**src/rtl/quad_pkg.sv**
```systemverilog
// Shared types and arithmetic helpers for the quadrature decoder.
// Position helpers take the legal range as arguments so any channel width can reuse them.
package quad_pkg;

  typedef enum logic [1:0] {
    GRAY_NONE,
    GRAY_UP,
    GRAY_DOWN,
    GRAY_ILLEGAL
  } gray_t;

  localparam int TIMER_W  = 8;
  localparam int FILTER_W = 4;

  // Position of an {A,B} level along the up-counting cycle 00,01,11,10.
  function automatic logic [1:0] gray_index(input logic [1:0] ab);
    case (ab)
      2'b00:   return 2'd0;
      2'b01:   return 2'd1;
      2'b11:   return 2'd2;
      default: return 2'd3;
    endcase
  endfunction

  function automatic gray_t gray_dir(input logic [1:0] old_ab, input logic [1:0] new_ab);
    logic [1:0] delta;
    delta = gray_index(new_ab) - gray_index(old_ab);
    case (delta)
      2'd0:    return GRAY_NONE;
      2'd1:    return GRAY_UP;
      2'd3:    return GRAY_DOWN;
      default: return GRAY_ILLEGAL;
    endcase
  endfunction

  function automatic int clamp_pos(input int value, input int lo, input int hi);
    if (value < lo) return lo;
    if (value > hi) return hi;
    return value;
  endfunction

  // Single fold is enough because a step never exceeds the range span.
  function automatic int wrap_pos(input int value, input int lo, input int hi);
    if (value > hi) return value - (hi - lo + 1);
    if (value < lo) return value + (hi - lo + 1);
    return value;
  endfunction

endpackage

```
**src/rtl/quad_multi_channel.sv**
```systemverilog
// One encoder channel: sync, glitch filter, priming, Gray decode, speed-dependent step
// and the position register.
module quad_channel
  import quad_pkg::*;
#(
  parameter int WIDTH        = 10,
  parameter int MIN          = 8,
  parameter int MAX          = 472,
  parameter int INIT         = 240,
  parameter int FILTER       = 2,
  parameter int ACCEL_WINDOW = 63,
  parameter int STEP_SLOW    = 1,
  parameter int STEP_FAST    = 5,
  parameter int WRAP         = 0
) (
  input  logic             clk,
  input  logic             reset_n,
  input  logic             a,
  input  logic             b,
  input  logic             load,
  input  logic [WIDTH-1:0] load_value,
  input  logic             err_clr,
  output logic [WIDTH-1:0] count,
  output logic             step_pulse,
  output logic             dir,
  output logic             err
);

  localparam logic [WIDTH-1:0]          COUNT_RST = WIDTH'(clamp_pos(INIT, MIN, MAX));
  localparam logic [TIMER_W-1:0]        WINDOW    = TIMER_W'(ACCEL_WINDOW);
  localparam logic [FILTER_W-1:0]       FILT_LAST = FILTER_W'(FILTER - 1);
  localparam logic signed [WIDTH+1:0]   FAST_D    = (WIDTH+2)'(STEP_FAST);
  localparam logic signed [WIDTH+1:0]   SLOW_D    = (WIDTH+2)'(STEP_SLOW);

  logic [1:0]          sync1, s, s_prev, filt;
  logic [FILTER_W-1:0] fcnt;
  logic                primed;
  logic [TIMER_W-1:0]  timer;

  logic                     filt_upd;
  gray_t                    step_kind;
  logic                     is_step;
  logic signed [WIDTH+1:0]  cur, delta, target;
  int                       next_pos;
  logic [WIDTH-1:0]         load_pos;

  // The filtered level is accepted in the same cycle the counter would reach FILTER,
  // so decode sees the new level without an extra register stage.
  always_comb begin
    if (FILTER == 0) filt_upd = (s != filt);
    else             filt_upd = (s != filt) && (s == s_prev) && (fcnt == FILT_LAST);

    step_kind = (filt_upd && primed) ? gray_dir(filt, s) : GRAY_NONE;
    is_step   = (step_kind == GRAY_UP) || (step_kind == GRAY_DOWN);

    cur    = signed'({2'b00, count});
    delta  = (timer != '0) ? FAST_D : SLOW_D;
    target = (step_kind == GRAY_UP) ? cur + delta : cur - delta;
    if (WRAP != 0) next_pos = wrap_pos(int'(target), MIN, MAX);
    else           next_pos = clamp_pos(int'(target), MIN, MAX);

    load_pos = WIDTH'(clamp_pos(int'(load_value), MIN, MAX));
  end

  always_ff @(posedge clk or negedge reset_n) begin
    if (!reset_n) begin
      sync1      <= '0;
      s          <= '0;
      s_prev     <= '0;
      filt       <= '0;
      fcnt       <= '0;
      primed     <= 1'b0;
      timer      <= '0;
      count      <= COUNT_RST;
      step_pulse <= 1'b0;
      dir        <= 1'b0;
      err        <= 1'b0;
    end else begin
      sync1      <= {a, b};
      s          <= sync1;
      s_prev     <= s;
      step_pulse <= 1'b0;

      if (filt_upd || (s == filt) || (s != s_prev)) fcnt <= '0;
      else                                          fcnt <= fcnt + 1'b1;

      if (filt_upd) begin
        filt   <= s;
        primed <= 1'b1;
      end

      if (step_kind == GRAY_ILLEGAL) err <= 1'b1;
      else if (err_clr)              err <= 1'b0;

      // Load wins over a coincident step; the step is simply lost.
      if (load) begin
        count <= load_pos;
        timer <= '0;
      end else if (is_step) begin
        count      <= WIDTH'(next_pos);
        dir        <= (step_kind == GRAY_UP);
        step_pulse <= 1'b1;
        timer      <= WINDOW;
      end else if ((step_kind != GRAY_ILLEGAL) && (timer != '0)) begin
        timer <= timer - 1'b1;
      end
    end
  end

endmodule

```
**src/rtl/quad_multi.sv**
```systemverilog
// Multi-channel quadrature decoder: one independent channel per encoder,
// positions packed onto a single bus.
module quad_multi
  import quad_pkg::*;
#(
  parameter int CHANNELS     = 2,
  parameter int WIDTH        = 10,
  parameter int MIN          = 8,
  parameter int MAX          = 472,
  parameter int INIT         = 240,
  parameter int FILTER       = 2,
  parameter int ACCEL_WINDOW = 63,
  parameter int STEP_SLOW    = 1,
  parameter int STEP_FAST    = 5,
  parameter int WRAP         = 0
) (
  input  logic                      clk,
  input  logic                      reset_n,
  input  logic [CHANNELS-1:0]       quad_a,
  input  logic [CHANNELS-1:0]       quad_b,
  input  logic [CHANNELS-1:0]       load,
  input  logic [WIDTH-1:0]          load_value,
  input  logic                      err_clr,
  output logic [CHANNELS*WIDTH-1:0] count,
  output logic [CHANNELS-1:0]       step_pulse,
  output logic [CHANNELS-1:0]       dir,
  output logic [CHANNELS-1:0]       err
);

  for (genvar i = 0; i < CHANNELS; i++) begin : g_chan
    quad_channel #(
      .WIDTH       (WIDTH),
      .MIN         (MIN),
      .MAX         (MAX),
      .INIT        (INIT),
      .FILTER      (FILTER),
      .ACCEL_WINDOW(ACCEL_WINDOW),
      .STEP_SLOW   (STEP_SLOW),
      .STEP_FAST   (STEP_FAST),
      .WRAP        (WRAP)
    ) u_chan (
      .clk       (clk),
      .reset_n   (reset_n),
      .a         (quad_a[i]),
      .b         (quad_b[i]),
      .load      (load[i]),
      .load_value(load_value),
      .err_clr   (err_clr),
      .count     (count[i*WIDTH +: WIDTH]),
      .step_pulse(step_pulse[i]),
      .dir       (dir[i]),
      .err       (err[i])
    );
  end

endmodule

```
**config.mk**
```make
export PLATFORM = sky130hd
export DESIGN_NAME = quad_multi
export DESIGN_NICKNAME = d
export VERILOG_FILES = /design/src/rtl/quad_pkg.sv /design/src/rtl/quad_multi_channel.sv /design/src/rtl/quad_multi.sv
export SDC_FILE = /design/constraint.sdc
export NUM_CORES = 1
export LEC_CHECK = 0
export ABC_CLOCK_PERIOD_IN_PS = 4500
export CAP_MARGIN = 40
export CORE_MARGIN = 4
export CORE_UTILIZATION = 50
export DETAILED_ROUTE_END_ITERATION = 12
export PLACE_DENSITY_LB_ADDON = 0.3
export SETUP_SLACK_MARGIN = 0.4
export SLEW_MARGIN = 20
export SYNTH_ARGS = -nofsm -noshare
export SYNTH_HDL_FRONTEND = slang
export SYNTH_SLANG_ARGS = --single-unit
```
**constraint.sdc**
```tcl
create_clock -name clk -period 4.5 [get_ports clk]
set_input_delay 1.125 -clock clk [delete_from_list [all_inputs] [get_ports clk]]
set_output_delay 1.125 -clock clk [all_outputs]
set_load 0.01 [all_outputs]
```
Yosys cells after proc, flatten, opt, wreduce, memory -nomap -nowiden
Cells that the tools add are included.

storage, ports and cells
  register bits = 68
  input port bits = 19
  output and inout bits = 26
  logic and storage cells = 152

operators by class
  $add $sub $neg = 10
  order comparisons = 6
  equal/unequal tests = 30
  mux-type cells = 52
  bitwise gates (word level) = 2
  reduce and logical (&&, ||, !) cells = 30

operators by type and width
  cell                                                                     number
  10-bit two-way mux                                                       10
  8-bit two-way mux                                                        6
  2-bit case mux with 3 select lines                                       6
  9-bit two-way mux                                                        3
  11-bit by 12-bit adder with 12-bit output                                2
  12-bit by 10-bit > comparator with 1-bit output (second input constant)  2
  12-bit by 5-bit < comparator with 1-bit output (second input constant)   2
  12-bit two-way mux                                                       2
  11-bit by 12-bit subtractor with 12-bit output                           2
  2-bit == test (second input constant)                                    10
  4-bit two-way mux                                                        5
  2-bit by 1-bit == test with 1-bit output (second input constant)         8
  1-bit two-way mux                                                        16
  8-bit nonzero test                                                       2
  8-bit by 1-bit subtractor with 8-bit output (second input constant)      2
  2-bit zero test                                                          6
  10-bit by 9-bit > comparator with 1-bit output (second input constant)   1
  10-bit by 4-bit < comparator with 1-bit output (second input constant)   1
  4-bit by 1-bit adder with 4-bit output (second input constant)           2
  2-bit == test                                                            4
  4-bit by 1-bit == test with 1-bit output (second input constant)         2
  1-bit logical AND                                                        8
  2-bit inequality test                                                    4
  2-bit nonzero test                                                       4
  other kinds (8)                                                          20

Logic depth before layout (Yosys ltp)
Gate-level depths: netlist of run 1.

  word-level depth = 15
  mapped depth = 19

Cells and area by module
A second synthesis of run 1 with hierarchy kept.

unflattened totals
  cell total of the unflattened synthesis = 504
  area total of the unflattened synthesis = 4678.2 µm²

by module, submodules not included
  module                            instances  cells each  area an instance (µm²)  sequential area each (µm²)
  quad_channel at g_chan[1].u_chan  1          252         2363.5                  855.8
  quad_channel at g_chan[0].u_chan  1          252         2314.7                  855.8

Worst setup path after synthesis of run 1
Ideal clock, no wire load.

  path type = reg-to-reg
  from = register g_chan[1].u_chan.timer[4]
  to = register g_chan[1].u_chan.count[3]
  data arrival time = 3.793 ns
  required time = 4.406 ns
  path slack = 0.614 ns
  stages on the path, launching flop included = 13
  path buffers = 0
  clock period less this slack = 3.886 ns
  path through = dfrtp_1 > or4_1 > nor4b_1 > inv_1 > ha_1 > o21bai_1 > and2_1 > a21oi_1 > mux4_2 > a31o_1 > a22oi_4 > o21ai_2 > a221oi_2

between the ends
  word-level cells in the longest chain between the ends = 11

ends and longest elaborated chain
  item                                                                                                                      line                            source
  from (decl)                                                                                                               quad_multi_channel.sv:38        logic [TIMER_W-1:0] timer;
  from (signal assigned)                                                                                                    quad_multi_channel.sv:105       timer <= timer - 1'b1;
  8-bit nonzero test (*)                                                                                                    quad_multi_channel.sv:57        delta = (timer != '0) ? FAST_D : SLOW_D;
  3-bit two-way mux (*)                                                                                                     quad_multi_channel.sv:57
  11-bit by 12-bit subtractor with 12-bit output / 11-bit by 12-bit adder with 12-bit output (equally long branches)        quad_multi_channel.sv:58        target = (step_kind == GRAY_UP) ? cur + delta : cur - delta;
  12-bit two-way mux (*)                                                                                                    quad_multi_channel.sv:58
  12-bit by 5-bit < comparator with 1-bit output / 12-bit by 10-bit > comparator with 1-bit output (equally long branches)  quad_pkg.sv:37, quad_pkg.sv:38
  4-bit two-way mux / 1-bit two-way mux (equally long branches)                                                             quad_pkg.sv:37, quad_pkg.sv:38
  9-bit two-way mux / 1-bit two-way mux (equally long branches)                                                             quad_pkg.sv:38                  if (value > hi) return hi;
  10-bit two-way mux                                                                                                        quad_pkg.sv:39                  return value;
  10-bit two-way mux (*)                                                                                                    quad_pkg.sv:38
  10-bit two-way mux (*)                                                                                                    quad_multi_channel.sv:99        end else if (is_step) begin
  10-bit two-way mux (*)                                                                                                    quad_multi_channel.sv:96        if (load) begin
  to (signal assigned)                                                                                                      quad_multi_channel.sv:97        count <= load_pos;
  to (signal assigned)                                                                                                      quad_multi_channel.sv:100       count <= WIDTH'(next_pos);
  to (decl)                                                                                                                 quad_multi_channel.sv:23        output logic [WIDTH-1:0] count,

Mark *: on every way between the ends. The rest lies on a longest branch, timed or not. The select of a mux whose other input is x is not followed.
A chain may end at the register's enable or synchronous reset.

Final worst setup path of run 1
  from = register g_chan[0].u_chan.timer[4]
  to = register g_chan[0].u_chan.count[0]

between the ends
  word-level cells in the longest chain between the ends = 11

ends and longest elaborated chain
  item                                                                                                                line
  from (decl)                                                                                                         quad_multi_channel.sv:38
  from (signal assigned)                                                                                              quad_multi_channel.sv:105
  8-bit nonzero test (*)                                                                                              quad_multi_channel.sv:57
  3-bit two-way mux (*)                                                                                               quad_multi_channel.sv:57
  11-bit by 12-bit subtractor with 12-bit output / 11-bit by 12-bit adder with 12-bit output (equally long branches)  quad_multi_channel.sv:58
  12-bit two-way mux (*)                                                                                              quad_multi_channel.sv:58
  12-bit by 10-bit > comparator with 1-bit output                                                                     quad_pkg.sv:38
  1-bit two-way mux (2 in a row)                                                                                      quad_pkg.sv:38
  10-bit two-way mux                                                                                                  quad_pkg.sv:39
  10-bit two-way mux (*)                                                                                              quad_pkg.sv:38
  10-bit two-way mux (*)                                                                                              quad_multi_channel.sv:99
  10-bit two-way mux (*)                                                                                              quad_multi_channel.sv:96
  to (signal assigned)                                                                                                quad_multi_channel.sv:97
  to (signal assigned)                                                                                                quad_multi_channel.sv:100
  to (decl)                                                                                                           quad_multi_channel.sv:23

Marks and branches as above.

==> run_results.csv, run 1 <==
group,metric,value,unit
synthesis,synth-seq-area-share,37.3,%
global_routing,globalRouteOverflowTotal,0,
floorplan,io_pins,45,
power_and_ir_drop,pwr-share-clk,21.8,%
synthesis,yosysWarningCount,0,
floorplan,die_w,104,µm
timing,period_needed,3910,ps
timing,max_freq,256,MHz
synthesis,synth_most_common_cell,"dfrtp_1",
clock_tree,ctsHoldBuffers,0,
place,io_buffer_count,44,
floorplan,num_rows,34,
synthesis,ys_ff_latch,68,
global_routing,grt_usage,19.9,%
critical_path,crit_required,4730,ps
power_and_ir_drop,combinationalPowerShare,44.9,%
routing,drtIter0Drc,165,
global_routing,grt_first_pass_wirelength,17700,µm
synthesis,synth-async-reset-ratio,100,%
critical_path,path_max_fanout,9,
floorplan,die_y,104,µm
place,pre_cts_ws,318,ps
timing,fin_tns_setup,0,ps
critical_path,ff2ff_path_depth,13,
place,place_area,5050,µm²
timing,slew_headroom,54.9,%
synthesis,synth_cell_type_count,68,
power_and_ir_drop,switching_share,39.7,%
clock_tree,cts_htree_levels,3,
critical_path,r2r_end,"g_chan[0].u_chan.count[0]",
synthesis,avgSynthCellArea,9.19,µm²
critical_path,startpoint_type,"flop",
synthesis,synthCells,499,
timing,finalCritPeriodShare,86.8,%
floorplan,die-area,10800,µm²
global_routing,grt_start_max_net_pins,45,
run,max_cap_viol_count,0,
routing,route.vias.total,3799,
timing,hold_viol_final,0,
critical_path,crit_type,"reg -> reg",
global_routing,first_global_vias,3704,
routing,final_antenna_net_count,0,
floorplan,initial_core_util,52.1,%
finish,fillers,771,
finish,drive_gt1_share,14.0,%
synthesis,synthTopCellsByCount,"dfrtp_1 (60), nor2_1 (47), nand2_1 (44)",
power_and_ir_drop,peakVddDrop,0.275,mV
routing,wire_per_inst,16.4,µm
critical_path,ff2ff_setup_slack,590,ps
routing,drc,0,
timing,rsz0062_at_grt,"no",
global_routing,antenna_found_initial,0,
min_path,min_to,"g_chan[1].u_chan.s[0]",
place,gp_congestion,0.911,
finish,finish.net_count,589,
synthesis,yosys.area.top_type_share,32.8,%
clock_tree,clkLatencyLatePin,360,ps
place,place_hpwl,7660,µm
min_path,hp-class,"reg -> reg",
synthesis,netlist_area,4580,µm²
finish,area_growth,18.3,%
clock_tree,numCtsBuffers,9,
finish,design_area,5420,µm²
clock_tree,cts_max_path_buffers,2,
power_and_ir_drop,seqPwrFrac,33.3,%
timing,final_max_slew_viol_count,0,
critical_path,r2r_start,"g_chan[0].u_chan.timer[4]",
timing,worstMarginPinSlew,676,ps
clock_tree,cts.sinks,68,
run_status,status,"finished clean",
timing,finalSetupViolations,0,
timing,setup_ws,593,ps
power_and_ir_drop,total_leakage_power,2.40,nW
routing,dr.pass1.iters,5,
synthesis,yosys.area.top_type,"dfrtp_1",
synthesis,synth_edf_count,0,
clock_tree,clk_pin_slew_worst_paths,90,ps
finish,n_antenna_cell,0,
critical_path,cp.arrival,4130,ps
power_and_ir_drop,power-per-cell-area,493,nW/µm²
routing,vias_per_cell,5.85,
min_path,hold-path-cell-count,0,
min_path,hp-start,"g_chan[1].u_chan.sync1[0]",
clock_tree,cts_root_buffer,"clkbuf_8",
power_and_ir_drop,p_int,0.00161,W
synthesis,yosys-top-cells-area,"dfrtp_1 (33%), ha_1 (9.3%), xnor2_1 (5.5%)",
synthesis,synth_ff_type,"dfrtp_1",
synthesis,synth_nets,552,
critical_path,endpoint_kind,"flop",
clock_tree,cts_tree,"done",
floorplan,core_area,8810,µm²
routing,wl,10600,µm
power_and_ir_drop,p_switching,0.00106,W
timing,fin_skew,12.5,ps
[per-stage QoR]
stage | hold slack, ps | power [W] | cells | utilization, %
after floorplan | 331 | 0.00173 | 499 | -
after global placement | 332 | 0.00196 | 631 | 57.4
after detailed placement | 336 | 0.00202 | 631 | 57.4
after CTS | 343 | 0.00262 | 647 | 60.0
after global routing | 353 | 0.00287 | 649 | 61.6
final | 341 | 0.00267 | 649 | 61.6
[placed cells by master (no fill, tap or decap), drive strengths merged, types with 3 or more instances in the layout]
cell,instances
a22oi,13
clkbuf,9
nand2,44
a21o,3
a31oi,4
xnor2,29
nor2,47
buf,6
o21bai,4
a31o,4
nor2b,3
a21oi,27
dfstp,8
a211oi,3
a221oi,3
nor4,10
clkdlybuf4s50,43
a221o,4
nand4,8
nor3,16
or2,10
o21ai,16
dfrtp,60
or3,8
or4,4
inv,38
nand2b,8
o221ai,3
and2,9
ha,34
xor2,13
nand3,12
[worst max-delay path, cell delays in order (launching register included)]
cell,delay [ps]
dfrtp_1,410
or4_1,600
nor4b_2,260
buf_4,170
inv_1,40
ha_2,330
o21bai_2,270
a22oi_4,250
or4b_1,450
a32o_1,280
a2111oi_4,360
a21boi_2,120
nand2b_1,150
o21ai_1,80
[layout make-up]
type	count	area, µm²	area share [%]
Multi-Input combinational cell	372	2740	50.6
Sequential cell	68	1720	31.6
Timing Repair Buffer	49	473	8.72
Inverter	36	135	2.49
Tap cell	108	135	2.49
Clock buffer	9	124	2.28
Clock inverter	7	98.8	1.82
[worst max path at each step]
stage | start | to | slack (ps)
after global placement | g_chan[1].u_chan.timer[4] | g_chan[1].u_chan.count[3] | 410
after CTS | g_chan[0].u_chan.timer[4] | g_chan[0].u_chan.count[0] | 430
after global routing | g_chan[0].u_chan.timer[4] | g_chan[0].u_chan.count[1] | 360
after floorplan | g_chan[1].u_chan.timer[4] | g_chan[1].u_chan.count[3] | 610
after detailed placement | g_chan[0].u_chan.s[0] | g_chan[0].u_chan.count[2] | 320
final | g_chan[0].u_chan.timer[4] | g_chan[0].u_chan.count[0] | 590
[what timing repair did]
action,CTS,global route
pin swaps,0,5
gates resized for setup,3,22
setup endpoints to repair,13,18
buffers inserted,0,1
cloned,0,1
[cells by family (layout without fill, tap and decap cells)]
kind of cell / count (synthesis) / in the layout / share of synthesized area, %
compound gates: 103 / 104 / 17.1
mux: 6 / 6 / 1.91
buf+inv: 60 / 101 / 5.87
flops: 68 / 68 / 37.3
xor+xnor: 42 / 42 / 8.02
simple gates: 186 / 186 / 20.5
fa+ha+maj: 34 / 34 / 9.28
[metal layers]
metal	share of wire, %	track usage [%]
met4	1.7	6.84
met3	4.2	3.92
met5	0	0
met1	45	26.1
met2	49	33.1
[state kept, by name, indices dropped and copies added, names as in the netlist]
| register | flops |
|---|---|
| g_chan.u_chan.filt | 4 |
| g_chan.u_chan.dir | 2 |
| g_chan.u_chan.err | 2 |
| g_chan.u_chan.count | 20 |
| g_chan.u_chan.timer | 16 |
| g_chan.u_chan.step_pulse | 2 |
| g_chan.u_chan.primed | 2 |
| g_chan.u_chan.s_prev | 4 |
| g_chan.u_chan.fcnt | 8 |
| g_chan.u_chan.sync1 | 4 |
| g_chan.u_chan.s | 4 |
[power by group through the flow]
| stage | registers [W] | clock network, W | logic (W) |
|---|---|---|---|
| after floorplan | 0.000851 | 0 | 0.000877 |
| after global placement | 0.000887 | 0 | 0.00108 |
| after detailed placement | 0.000893 | 0 | 0.00113 |
| after CTS | 0.000883 | 0.000591 | 0.00115 |
| after global routing | 0.000912 | 0.000620 | 0.00134 |
| final | 0.000890 | 0.000582 | 0.00120 |
(Power assumes the default switching activity.)
==> run 2, diff against run 1 <==
--- a/config.mk
+++ b/config.mk
@@ -5,7 +5,6 @@
 export SDC_FILE = /design/constraint.sdc
 export NUM_CORES = 1
 export LEC_CHECK = 0
-export ABC_CLOCK_PERIOD_IN_PS = 4500
 export CAP_MARGIN = 40
 export CORE_MARGIN = 4
 export CORE_UTILIZATION = 50
==> results of run 2 <==
The final DEF is identical to that of run 1; final timing and power are the same.
==> run 3, diff against run 2 <==
--- a/config.mk
+++ b/config.mk
@@ -5,7 +5,6 @@
 export SDC_FILE = /design/constraint.sdc
 export NUM_CORES = 1
 export LEC_CHECK = 0
-export CAP_MARGIN = 40
 export CORE_MARGIN = 4
 export CORE_UTILIZATION = 50
 export DETAILED_ROUTE_END_ITERATION = 12
==> results of run 3 <==
The final DEF is identical to that of run 1; final timing and power are the same.
==> variant: new RTL, settings of run 3 <==
The parameter `CHANNELS` goes from 2 to 1.
--- a/src/rtl/quad_multi.sv
+++ b/src/rtl/quad_multi.sv
@@ -5,3 +5,3 @@
 #(
-  parameter int CHANNELS     = 2,
+  parameter int CHANNELS     = 1,
   parameter int WIDTH        = 10,
Interface: changed (7 resized); port bits go from 45 to 29. The function was not compared with the original's and may differ.
==> variant against run 3 <==
Total power decreased by 54%. Sequential share of layout area increased by 0.42 points. Critical path depth increased by 1. Highest routed layer unchanged. Synthesized cell count decreased by 51%. Non-clock buffer count down 19. Critical path type unchanged. Routed wire length decreased by 56%. Synthesized area down 51%. Cell area down 51%. Setup slack gained 0.041 ns. Sequential cell count down 34.
==> variant: results (changes against run 3) <==
| Metric | Value |
|---|---|
| Most frequent cells after synthesis | dfrtp_1, nor2_1, nand2_1 |
| Worst VDD drop | 0.197 mV (-28%) |
| Combinational power | 0.000572 W (-52%) |
| Multiplexer share of the synthesized area | 1.52% (-0.39 points) |
| GPL Wtd Cong | 0.891 (-2.2%) |
| Outcome | finished clean |
| TritonCTS buffer count | 5 (-4) |
| Wirelength, routed | 4720 um (-56%) |
| Nets@finish | 306 (-48%) |
| Worst-path clk slew | 0.07 ns (-0.02 ns) |
| Fillcell total | 384 (-50%) |
| Global-route wire length before repair | 7940 um (-55%) |
| Share of post-route cells with drive strength above 1 | 11.3% (-2.7 points) |
| PortBufs | 28 (-36%) |
| GRT met1 Usage | 24.6% (-1.6 points) |
| DRT iter0 DRCs | 42 (-75%) |
| Number of iterations in the first detailed-routing pass | 4 (-1) |
| Global Route Usage Sum | 18.6% (-1.4 points) |
| CP max stage delay | 0.57 ns (-0.03 ns) |
| Via-per-instance ratio | 5.60 (-4.3%) |
| Met3 wire length | 162 um (-63%) |
| Leakage | 1.17 nW (-51%) |
| Synth area leaders | dfrtp_1, ha_1, dfstp_2 |
| Vias in the first global route | 1785 (-52%) |
| Slew @ Worst Pin | 0.875 ns (+0.199 ns) |
| Largest net degree at the start of global routing | 35 (-22%) |
| Met1 wire length | 2250 um (-53%) |
| Sequential fraction of the synthesis area | 38.4% (+1.1 points) |
| Top flop regs | g_chan.u_chan.count x10, g_chan.u_chan.timer x8, g_chan.u_chan.fcnt x4 |
| Adder-cell share of the synthesized area | 9.56% (+0.28 points) |
| Detail Placement HPWL | 3540 um (-54%) |
| Mapped Nets | 277 (-50%) |
| Met3 Use GR | 3.07% (-0.85 points) |
| Dpl cell area | 0.00255 mm^2 (-50%) |
| Worst-Skew Late Latency | 0.28 ns (-0.08 ns) |
| CP max-delay cell | or4_1 |
| Critical-path maximum fanout | 16 (+7) |
| Complex-gate fraction of the synthesized area | 16.1% (-0.98 points) |
| Setup Skew | 0.00419 ns (-0.00834 ns) |
| Met2 usage | 31.1% (-2.0 points) |
| Met2 WL | 2260 um (-57%) |
| CP Data Arrival Time | 4.07 ns (-0.06 ns) |
| H-tree depth | 2 (-1) |
## variant: final cells by class
type,count,area share [%]
sequential,34,32.1
tap,52,2.43
timing repair buffer,30,11.0
inverter,15,2.11
clock buffer,6,2.71
multi-input combinational,187,49.3
clock inverter,2,0.374
## variant: final timing paths
path | startpoint | end | slack (ns) | cells after the start
max in group asynchronous | reset_n | g_chan[0].u_chan.count[7]$_DFFE_PN1P_ | 2.91 | 2
hold reg to reg | g_chan[0].u_chan.sync1[0]$_DFF_PN0_ | g_chan[0].u_chan.s[0]$_DFF_PN0_ | 0.36 | 0
min in group asynchronous | reset_n | g_chan[0].u_chan.step_pulse$_DFF_PN0_ | 1.25 | 2
setup / recovery | g_chan[0].u_chan.s[0]$_DFF_PN0_ | g_chan[0].u_chan.count[3]$_DFFE_PN0P_ | 0.63 | 14
setup reg to reg | g_chan[0].u_chan.s[0]$_DFF_PN0_ | g_chan[0].u_chan.count[3]$_DFFE_PN0P_ | 0.63 | 14
hold / removal | g_chan[0].u_chan.sync1[0]$_DFF_PN0_ | g_chan[0].u_chan.s[0]$_DFF_PN0_ | 0.36 | 0
## variant: stage by stage
step	setup WS, ns	hold WS [ns]	power (W)	instances	utilization [%]
after global placement	0.490	0.346	0.000990	318	58.9
after floorplan	0.820	0.331	0.000859	244	-
final	0.634	0.361	0.00123	326	61.8
after global routing	0.459	0.379	0.00135	326	61.8
after CTS	0.494	0.366	0.00122	326	60.9
after detailed placement	0.452	0.348	0.00100	318	58.9
## variant: repair_timing
item                       4_1_cts  5_1_grt
setup endpoints to repair        2        4
buffers inserted                 0        0
resized for setup                1        7
cloned                           0        0
